--- config.mk ---
export PLATFORM = sky130hd
export DESIGN_NAME = uart_tx_serializer
export DESIGN_NICKNAME = d
export VERILOG_FILES = /design/src/rtl/uart_tx_serializer.sv
export SDC_FILE = /design/constraint.sdc
export NUM_CORES = 1
export LEC_CHECK = 0
export CAP_MARGIN = 20
export CORE_AREA = 4 4 61 63
export DETAILED_ROUTE_END_ITERATION = 8
export DIE_AREA = 0 0 65 67
export PLACE_DENSITY = 0.48
export SLEW_MARGIN = 20
export SYNTH_ARGS = -nofsm -noshare
export SYNTH_HDL_FRONTEND = slang
export SYNTH_SLANG_ARGS = --single-unit
--- constraint.sdc ---
create_clock -name clk -period 2.9 [get_ports clk]
set_clock_uncertainty 0.2 [all_clocks]
set_input_delay 0.58 -clock clk [delete_from_list [all_inputs] [get_ports clk]]
set_output_delay 0.58 -clock clk [all_outputs]
set_load 0.03 [all_outputs]
--- src/rtl/uart_tx_serializer.sv ---
// UART transmit serializer: start, LSB-first data, optional parity, stop.
// Define UART_TX_TWO_STOP_EN for a two-cycle stop bit.
module uart_tx_serializer #(
  parameter int DATA_WIDTH = 8
) (
  input  logic                  clk,
  input  logic                  reset,
  input  logic [DATA_WIDTH-1:0] parallel_data,
  input  logic                  data_valid,
  input  logic                  parity_enable,
  input  logic                  parity_type,
  output logic                  serial_data_out,
  output logic                  busy
);

  localparam int CW = $clog2(DATA_WIDTH);
  localparam logic [CW-1:0] LAST = CW'(DATA_WIDTH - 1);

  typedef enum logic [2:0] {
    IDLE   = 3'd0,
    START  = 3'd1,
    DATA   = 3'd2,
    PARITY = 3'd3,
    STOP   = 3'd4
  } state_t;

  state_t                state_q;
  state_t                state_d;
  logic [CW-1:0]         cnt_q;
  logic [CW-1:0]         cnt_d;
  logic [DATA_WIDTH-1:0] shift_q;
  logic [DATA_WIDTH-1:0] shift_d;
  logic                  par_q;
  logic                  par_en_q;
  logic                  line_d;
  logic                  busy_d;
  logic                  stop_last;
  logic                  accept;

`ifdef UART_TX_TWO_STOP_EN
  logic stop_q;
  logic stop_d;

  assign stop_last = stop_q;
`else
  assign stop_last = 1'b1;
`endif

  assign accept = data_valid &&
                  ((state_q == IDLE) ||
                   ((state_q == STOP) && stop_last));

  always_comb begin
    state_d = state_q;
    cnt_d   = cnt_q;
    shift_d = shift_q;
    line_d  = 1'b1;
`ifdef UART_TX_TWO_STOP_EN
    stop_d  = stop_q;
`endif
    unique case (state_q)
      IDLE: begin
        if (accept) begin
          state_d = START;
          line_d  = 1'b0;
        end
      end
      START: begin
        state_d = DATA;
        cnt_d   = '0;
        line_d  = shift_q[0];
      end
      DATA: begin
        if (cnt_q == LAST) begin
`ifdef UART_TX_TWO_STOP_EN
          stop_d = 1'b0;
`endif
          if (par_en_q) begin
            state_d = PARITY;
            line_d  = par_q;
          end else begin
            state_d = STOP;
            line_d  = 1'b1;
          end
        end else begin
          // shift_q[0] is on the line now; bit 1 goes next
          cnt_d   = cnt_q + 1'b1;
          shift_d = shift_q >> 1;
          line_d  = shift_q[1];
        end
      end
      PARITY: begin
        state_d = STOP;
        line_d  = 1'b1;
`ifdef UART_TX_TWO_STOP_EN
        stop_d  = 1'b0;
`endif
      end
      STOP: begin
`ifdef UART_TX_TWO_STOP_EN
        if (!stop_q) begin
          stop_d  = 1'b1;
          line_d  = 1'b1;
        end else
`endif
        if (accept) begin
          state_d = START;
          line_d  = 1'b0;
        end else begin
          state_d = IDLE;
          line_d  = 1'b1;
        end
      end
      default: begin
        state_d = IDLE;
        line_d  = 1'b1;
      end
    endcase
    busy_d = (state_d != IDLE);
  end

  always_ff @(posedge clk) begin
    if (!reset) begin
      state_q         <= IDLE;
      cnt_q           <= '0;
      shift_q         <= '0;
      par_q           <= 1'b0;
      par_en_q        <= 1'b0;
      serial_data_out <= 1'b1;
      busy            <= 1'b0;
    end else begin
      state_q         <= state_d;
      cnt_q           <= cnt_d;
      serial_data_out <= line_d;
      busy            <= busy_d;
      if (accept) begin
        shift_q  <= parallel_data;
        par_q    <= (^parallel_data) ^ parity_type;
        par_en_q <= parity_enable;
      end else begin
        shift_q  <= shift_d;
      end
    end
  end

`ifdef UART_TX_TWO_STOP_EN
  always_ff @(posedge clk) begin
    if (!reset) begin
      stop_q <= 1'b0;
    end else begin
      stop_q <= stop_d;
    end
  end
`endif

endmodule

Word-level counts from Yosys, hierarchy flattened:

Index checks and enable logic that the tools add are counted.

* logic and storage cells: 40
* input port bits: 13
* bits in registers: 18

* eq/ne operators: 7
* bitwise logic cells: 1
* reduce and logical (&&, ||, !) cells: 10
* add/sub/neg operators: 1
* multiplexer cells: 14

Operators by type and width (count)
* $mux W8: 3
* $pmux W3 S5: 1
* $mux W3: 4
* $reduce_xor A8 Y1: 1
* $eq A3 B2 Y1 const B: 2
* $eq A3 B3 Y1 const B: 2
* $pmux W3 S2: 1
* $mux W1: 4
* $ne A2 B2 Y1 const B: 2
* $reduce_and A2 Y1: 2
* $reduce_bool A2 Y1: 2
* $add A3 B1 Y3 const B: 1
* $eq A3 B1 Y1 const B: 1
* $logic_not A3 Y1: 1
* $pmux W1 S3: 1
* $reduce_bool A3 Y1: 1
* $reduce_or A2 Y1: 1
* $logic_and A1 B1 Y1: 1
* $logic_or A1 B1 Y1: 1
* $xor A1 B1 Y1: 1

Logic depth before layout (Yosys ltp):

Gate-level depths: netlist of run 1.

* word-level depth: 6
* depth in mapped cells: 7
* depth with buffers taken out: 6

Worst setup path before layout of run 1:

OpenSTA, ideal clock, no wires.

* kind: register to register
* start point: register cnt_q[0]
* end point: register shift_q[1]
* required time: 2.612 ns
* cell stages (with the launch flop): 8
* buffers on the path: 1
* data arrival time: 1.740 ns
* slack: 0.872 ns
* period minus slack after synthesis: 2.028 ns
* cells stage by stage: dfxtp_1 > ha_1 > ha_1 > or3b_4 > a21oi_4 > buf_6 > nor2_1 > a311oi_2

* longest elaborated chain between the ends: 3

RTL lines
* from (decl): line 29 `logic [CW-1:0] cnt_q;`
* from (signal assigned): line 133 `cnt_q <= cnt_d;`
* $eq A3 B3 Y1: line 74 `if (cnt_q == LAST) begin`
* $ne A2 B2 Y1 (no source line)
* $reduce_and A2 Y1 (no source line)
* to (signal assigned): line 137 `shift_q <= parallel_data;`
* to (signal assigned): line 141 `shift_q <= shift_d;`
* to (decl): line 31 `logic [DATA_WIDTH-1:0] shift_q;`

No other way between the ends.
A chain may end at the register's enable or synchronous reset.

Worst setup path after layout of run 1:

* start point: register cnt_q[0]
* end point: register shift_q[4]

Same word-level chain as after synthesis.

==> impl_metrics.toml, run 1 <==
[status]
outcome = "complete, no violations"

[worst_setup_path]
crit_buf_inv = 0
critPathTopFamily = "compound AO/OA/AOI/OAI gates"
crit_path_top_delay_cell = "or3b_4"
critPathLaunchType = "register"
path_class = "register to register"
arrival_ns = 2.25
crit_path_max_incr_delay_ns = 0.42
cp_common_cell = "ha_1"
endpoint_kind = "register"
cp_max_fo = 15
cp_cell_sequence = "ha_1, ha_1, or3b_4, a21oi_4, nor2_1, a311oi_1"
required_ns = 2.91

[clock_tree]
clk_pin_slew_ns = 0.11
cts.repair.resized = 0
cts_hold_buf = 0
root_buffer = "clkbuf_4"
h-tree-depth = 1
cts_buffers = 3
cts.sinks = 18
clk_path_buf_depth = 2
insertion_delay_ns = 0.29
cts_tree = "done"
post-cts-setup-buffers = 0

[job]
drv_cap = 0

[final_layout]
drive_above_1_share_pct = 8.943
utilization_pct = 35.42
syn_to_final_growth_pct = 22.98
layout_common_cells = "18 x dfxtp_1, 17 x nand2_1, 14 x clkdlybuf4s50_1"
fillers = 352
final_common_cell = "dfxtp_1"
nNetsFinal = 139
antenna_cells = 0

[floorplanning]
core_area_sq_um = 3232
fp.dieH_um = 67
initial_core_util_pct = 28.80
rows = 21
die_area_sq_um = 4355
io_pins = 15
die_x_um = 65

[global_route]
antenna_found_initial = 0
grt_pass1_wl_um = 3519
grt_pass1_vias = 752
grt_start_max_net_pins = 16
grt_overflow_total = 0
grt.total_usage_pct = 10.73

[placed_design]
port_buffers = 14
hpwlAfterDp_um = 1460
place.gp.congestion = 0.7216

[drt]
drc_errors = 0
routedWlPerCell_um = 11.83
dr.pass1.iters = 4
wl_um = 1999
postRouteAntennaNets = 0
drt-initial-drc-count = 23
avgViaCountPerCell = 4.751
vias = 803
highest_layer = "met4"
routed-wl-met3_um = 58
drt-met1-wl_um = 994
dr_wl_met2_um = 903

[synth]
syn_nets = 124
synth_xor_area_share_pct = 7.124
synthMuxAreaShare_pct = 2.151
synthAdderAreaFrac_pct = 2.688
syn_area_sq_um = 930.9
synth-simple-area-share_pct = 25.94
yosysSeqAreaShare_pct = 38.71
avgSynthCellArea_sq_um = 8.540
ys.warnings.count = 0
yosysUniqueCellTypes = 33
netlist_instances = 109
synth-compound-area-share_pct = 19.22
synth_top_family_by_area = "simple AND/OR/NAND/NOR gates"
ys_ff_latch = 18

[pwr]
switchingPower_w = 0.0001625
internal-power_w = 0.0004094
vdd_drop_max_uv = 136.9
p_per_area_nw_per_um2 = 499.6
pwr-share-clk_pct = 27.7
p_total_w = 0.0005720
combinationalPowerShare_pct = 22.2
seqPwrFrac_pct = 50.1
leakagePower_nw = 0.4181
swShare_pct = 28.42

[timing]
layout_min_cycle_time_ns = 2.240
finalHoldViolations = 0
worst_pin_slew_ns = 0.4558
fmax_mhz = 446.4
slew_headroom_pct = 69.58
min_period_over_period_pct = 77.25
finalSetupViolations = 0
drv_slew = 0
tns_ns = 0
rsz0062_at_grt = "no"

[worst_hold_path]
hold_path_class = "register to register"
cell type report:
type / count / area, sq um / area share, %
sequential: 18 / 360.3 / 31.48
tap: 46 / 57.56 / 5.027
inverter: 3 / 11.26 / 0.9836
clock buffer: 4 / 36.28 / 3.169
multi-input combinational: 83 / 531.8 / 46.45
timing repair buffer: 15 / 147.6 / 12.90
power groups by stage:
| stage | clock network (W) | registers [W] | logic (W) |
|---|---|---|---|
| 2_1_floorplan | 0 | 0.000290 | 0.0000891 |
| 3_3_place_gp | 0 | 0.000292 | 0.000128 |
| 3_5_place_dp | 0 | 0.000293 | 0.000129 |
| 4_1_cts | 0.000165 | 0.000287 | 0.000129 |
| 5_1_grt | 0.000180 | 0.000291 | 0.000142 |
| 6_report | 0.000158 | 0.000287 | 0.000127 |
worst reg2reg max path, stage by stage (launching register included):
cell and delay [ns]:
dfxtp_1 0.35, ha_1 0.20, ha_1 0.27, or3b_4 0.42, a21oi_4 0.38, nor2_1 0.07, a311oi_1 0.26
cell families after synthesis:
kind of cell    after synthesis
fa+ha+maj                     2
mux                           2
simple gates                 49
buf+inv                       8
flops                        18
compound gates               24
xor+xnor                      6
state kept, by name (all words and copies together) (netlist names):
name	flops
par_q	1
busy	1
state_q	3
par_en_q	1
cnt_q	3
shift_q	8
serial_data_out	1
final timing paths:
path / start / endpoint / slack, ns / cells after the start
max: cnt_q[0] / shift_q[4] / 0.66 / 6
min: cnt_q[2] / cnt_q[2] / 0.28 / 2
max reg2reg: cnt_q[0] / shift_q[4] / 0.66 / 6
min reg2reg: cnt_q[2] / cnt_q[2] / 0.28 / 2
cells in the mapped netlist, drive strengths merged:
library cell	n	area, sq um
dfxtp	18	360.4
nand2	17	63.81
nor2	12	45.04
a21oi	9	56.31
a311oi	6	65.06
o21ai	5	25.02
xnor2	4	35.03
clkbuf	3	11.26
inv	3	11.26
nand2b	3	18.77
nor3b	3	22.52
buf	2	16.26
ha	2	25.02
mux2i	2	20.02
nand3b	2	15.01
nor2b	2	12.51
nor3	2	10.01
or2	2	12.51
a22oi	1	7.510
and2	1	6.260
and3	1	6.260
nand3	1	5.000
nand4	1	6.260
nor4	1	6.260
o21a	1	7.510
o221ai	1	8.760
o311ai	1	8.760
or3b	1	11.26
xnor3	1	22.52
xor2	1	8.760
metal layers:
layer | GRT usage (%) | vias up
met5 | 0 | -
met4 | 5.541 | 0
met3 | 2.024 | 5
met2 | 16.48 | 16
met1 | 14.18 | 368
li1 | - | 414
through the flow:
step	instances	worst slack (ns)	area, sq um	hold WS, ns
finish	169	0.6596	1145	0.2837
global route	169	0.4758	1145	0.3195
global placement	165	0.6595	1109	0.2604
floorplan	109	0.8722	930.9	0.2485
CTS	169	0.6406	1145	0.2923
detailed placement	165	0.5831	1109	0.2750
Power figures use the tool's default switching activity.
==> run 2: changes to the inputs <==
--- a/config.mk
+++ b/config.mk
@@ -9,7 +9,7 @@
 export CORE_AREA = 4 4 61 63
 export DETAILED_ROUTE_END_ITERATION = 8
 export DIE_AREA = 0 0 65 67
-export PLACE_DENSITY = 0.48
+export PLACE_DENSITY = 0.49
 export SLEW_MARGIN = 20
 export SYNTH_ARGS = -nofsm -noshare
 export SYNTH_HDL_FRONTEND = slang
==> constraint.sdc (replaced) <==
create_clock -name clk -period 1.87 [get_ports clk]
set_clock_uncertainty 0.2 [all_clocks]
set_input_delay 0.374 -clock clk [delete_from_list [all_inputs] [get_ports clk]]
set_output_delay 0.374 -clock clk [all_outputs]
set_load 0.03 [all_outputs]
==> impl_metrics.toml, run 2 (synthesis results as in run 1) <==
[status]
outcome = "finished with violations"
violations = "setup timing"

[worst_setup_path]
worstReg2RegEnd = "shift_q[4]"
r2r_start = "cnt_q[0]"
arrival_ns = 1.95
required_ns = 1.86
critPathLaunchType = "register"
crit_path_start = "cnt_q[0]"
endpoint_kind = "register"
reg2regPathDepth = 7
cp_max_fo = 7
r2r_slack_ns = -0.09
endpoint = "shift_q[4]"
path_class = "register to register"

[pwr]
vdd_drop_max_uv = 296.6
p_total_w = 0.0009221
leakagePower_nw = 0.5401
p_per_area_nw_per_um2 = 658.6

[placed_design]
port_buffers = 14
place.gp.congestion = 0.7635
placedInstanceArea_sq_um = 1290
hpwlAfterDp_um = 1720

[timing]
timing.hold.ws_ns = 0.2992
worst_pin_slew_ns = 0.3161
layout_min_cycle_time_ns = 1.961
rsz0062_at_grt = "yes"
slew_headroom_pct = 78.89
finalHoldViolations = 0
setup_ws_ns = -0.09076
fmax_mhz = 510.0
min_period_over_period_pct = 104.9
drv_slew = 0
finalSetupViolations = 8

[final_layout]
final_area_sq_um = 1400
final_common_cell = "nand2_1"
syn_to_final_growth_pct = 50.40
drive_above_1_share_pct = 29.58
fillers = 333
layout_common_cells = "17 x nand2_1, 16 x dfxtp_1, 16 x buf_4"
regMostFlops = "shift_q"
nNetsFinal = 159
antenna_cells = 0
largest_reg_flops = 8
reg_top3 = "shift_q x8, cnt_q x3, state_q x3"

[drt]
postRouteAntennaNets = 0
avgViaCountPerCell = 4.761
dr.pass1.iters = 4
drt-initial-drc-count = 40
vias = 895
wl_um = 2407
routedWlPerCell_um = 12.80
drc_errors = 0

[floorplanning]
initial_core_util_pct = 28.80
die_x_um = 65
rows = 21
io_pins = 15
die_area_sq_um = 4355
core_area_sq_um = 3232
fp.dieH_um = 67

[worst_hold_path]
min-delay-start = "shift_q[6]"
hold_path_class = "register to register"

[global_route]
grt.total_usage_pct = 11.98
grt_overflow_total = 0
antenna_found_initial = 0
grt_pass1_wl_um = 3988
grt_start_max_net_pins = 14
grt_pass1_vias = 955

[clock_tree]
insertion_delay_ns = 0.29
h-tree-depth = 1
clk_path_buf_depth = 2
root_buffer = "clkbuf_4"
cts.sinks = 18
cts_buffers = 3
clk_pin_slew_ns = 0.11
cts_tree = "done"

[job]
drv_cap = 0
## run 2: how the worst min path moves through the flow
stage                            end  cells past startpoint
after global placement    shift_q[6]                      2
after global routing      shift_q[3]                      2
after detailed placement  shift_q[3]                      2
after CTS                 shift_q[5]                      2
after floorplan                par_q                      2
final                     shift_q[5]                      2
## run 2: per-stage QoR
step / TNS, ns / setup slack, ns / util, % / cells
detailed placement: -0.4759 / -0.1795 / 39.91 / 181
global placement: -0.3586 / -0.1424 / 39.91 / 181
CTS: -0.3710 / -0.09157 / 40.57 / 184
global route: -1.253 / -0.1577 / 43.32 / 188
floorplan: -0.01500 / -0.007792 / - / 109
finish: -0.5784 / -0.09076 / 43.32 / 188
## run 2: layout make-up
class	count	area [sq um]	area share, %
timing repair buffer	35	340.3	24.31
clock buffer	3	22.52	1.609
tap	46	57.56	4.111
inverter	3	11.26	0.8043
sequential	18	362.8	25.92
multi-input combinational	83	605.6	43.25
## run 2: power by group
part           total (W)  internal, W  switching [W]
Clock           0.000191    0.0000747       0.000117
Sequential      0.000443     0.000419      0.0000243
Combinational   0.000288     0.000159       0.000129
Total           0.000922     0.000653       0.000269
## run 2: routing by layer
metal | track usage, % | vias to the layer above | routed length [um]
li1 | - | 453 | -
met2 | 22.09 | 10 | 1255
met5 | 0 | - | 0
met4 | 4.749 | 0 | 16
met3 | 2.698 | 2 | 58
met1 | 13.17 | 430 | 1076
## run 2: worst max-delay path, stage by stage, from the launching register on
cell,delay (ns)
dfxtp_2,0.35
ha_4,0.16
ha_4,0.15
or3b_4,0.39
a21oi_4,0.23
buf_12,0.15
nor2_1,0.04
a311oi_1,0.20
## run 2: repair_timing
item                                    in CTS  in global routing
gates resized for setup                      1                 10
endpoints found under the setup margin       8                 11
buffers inserted                             0                  3
pin swaps                                    1                  7
hold buffers                                 0                  0
cloned                                       0                  1
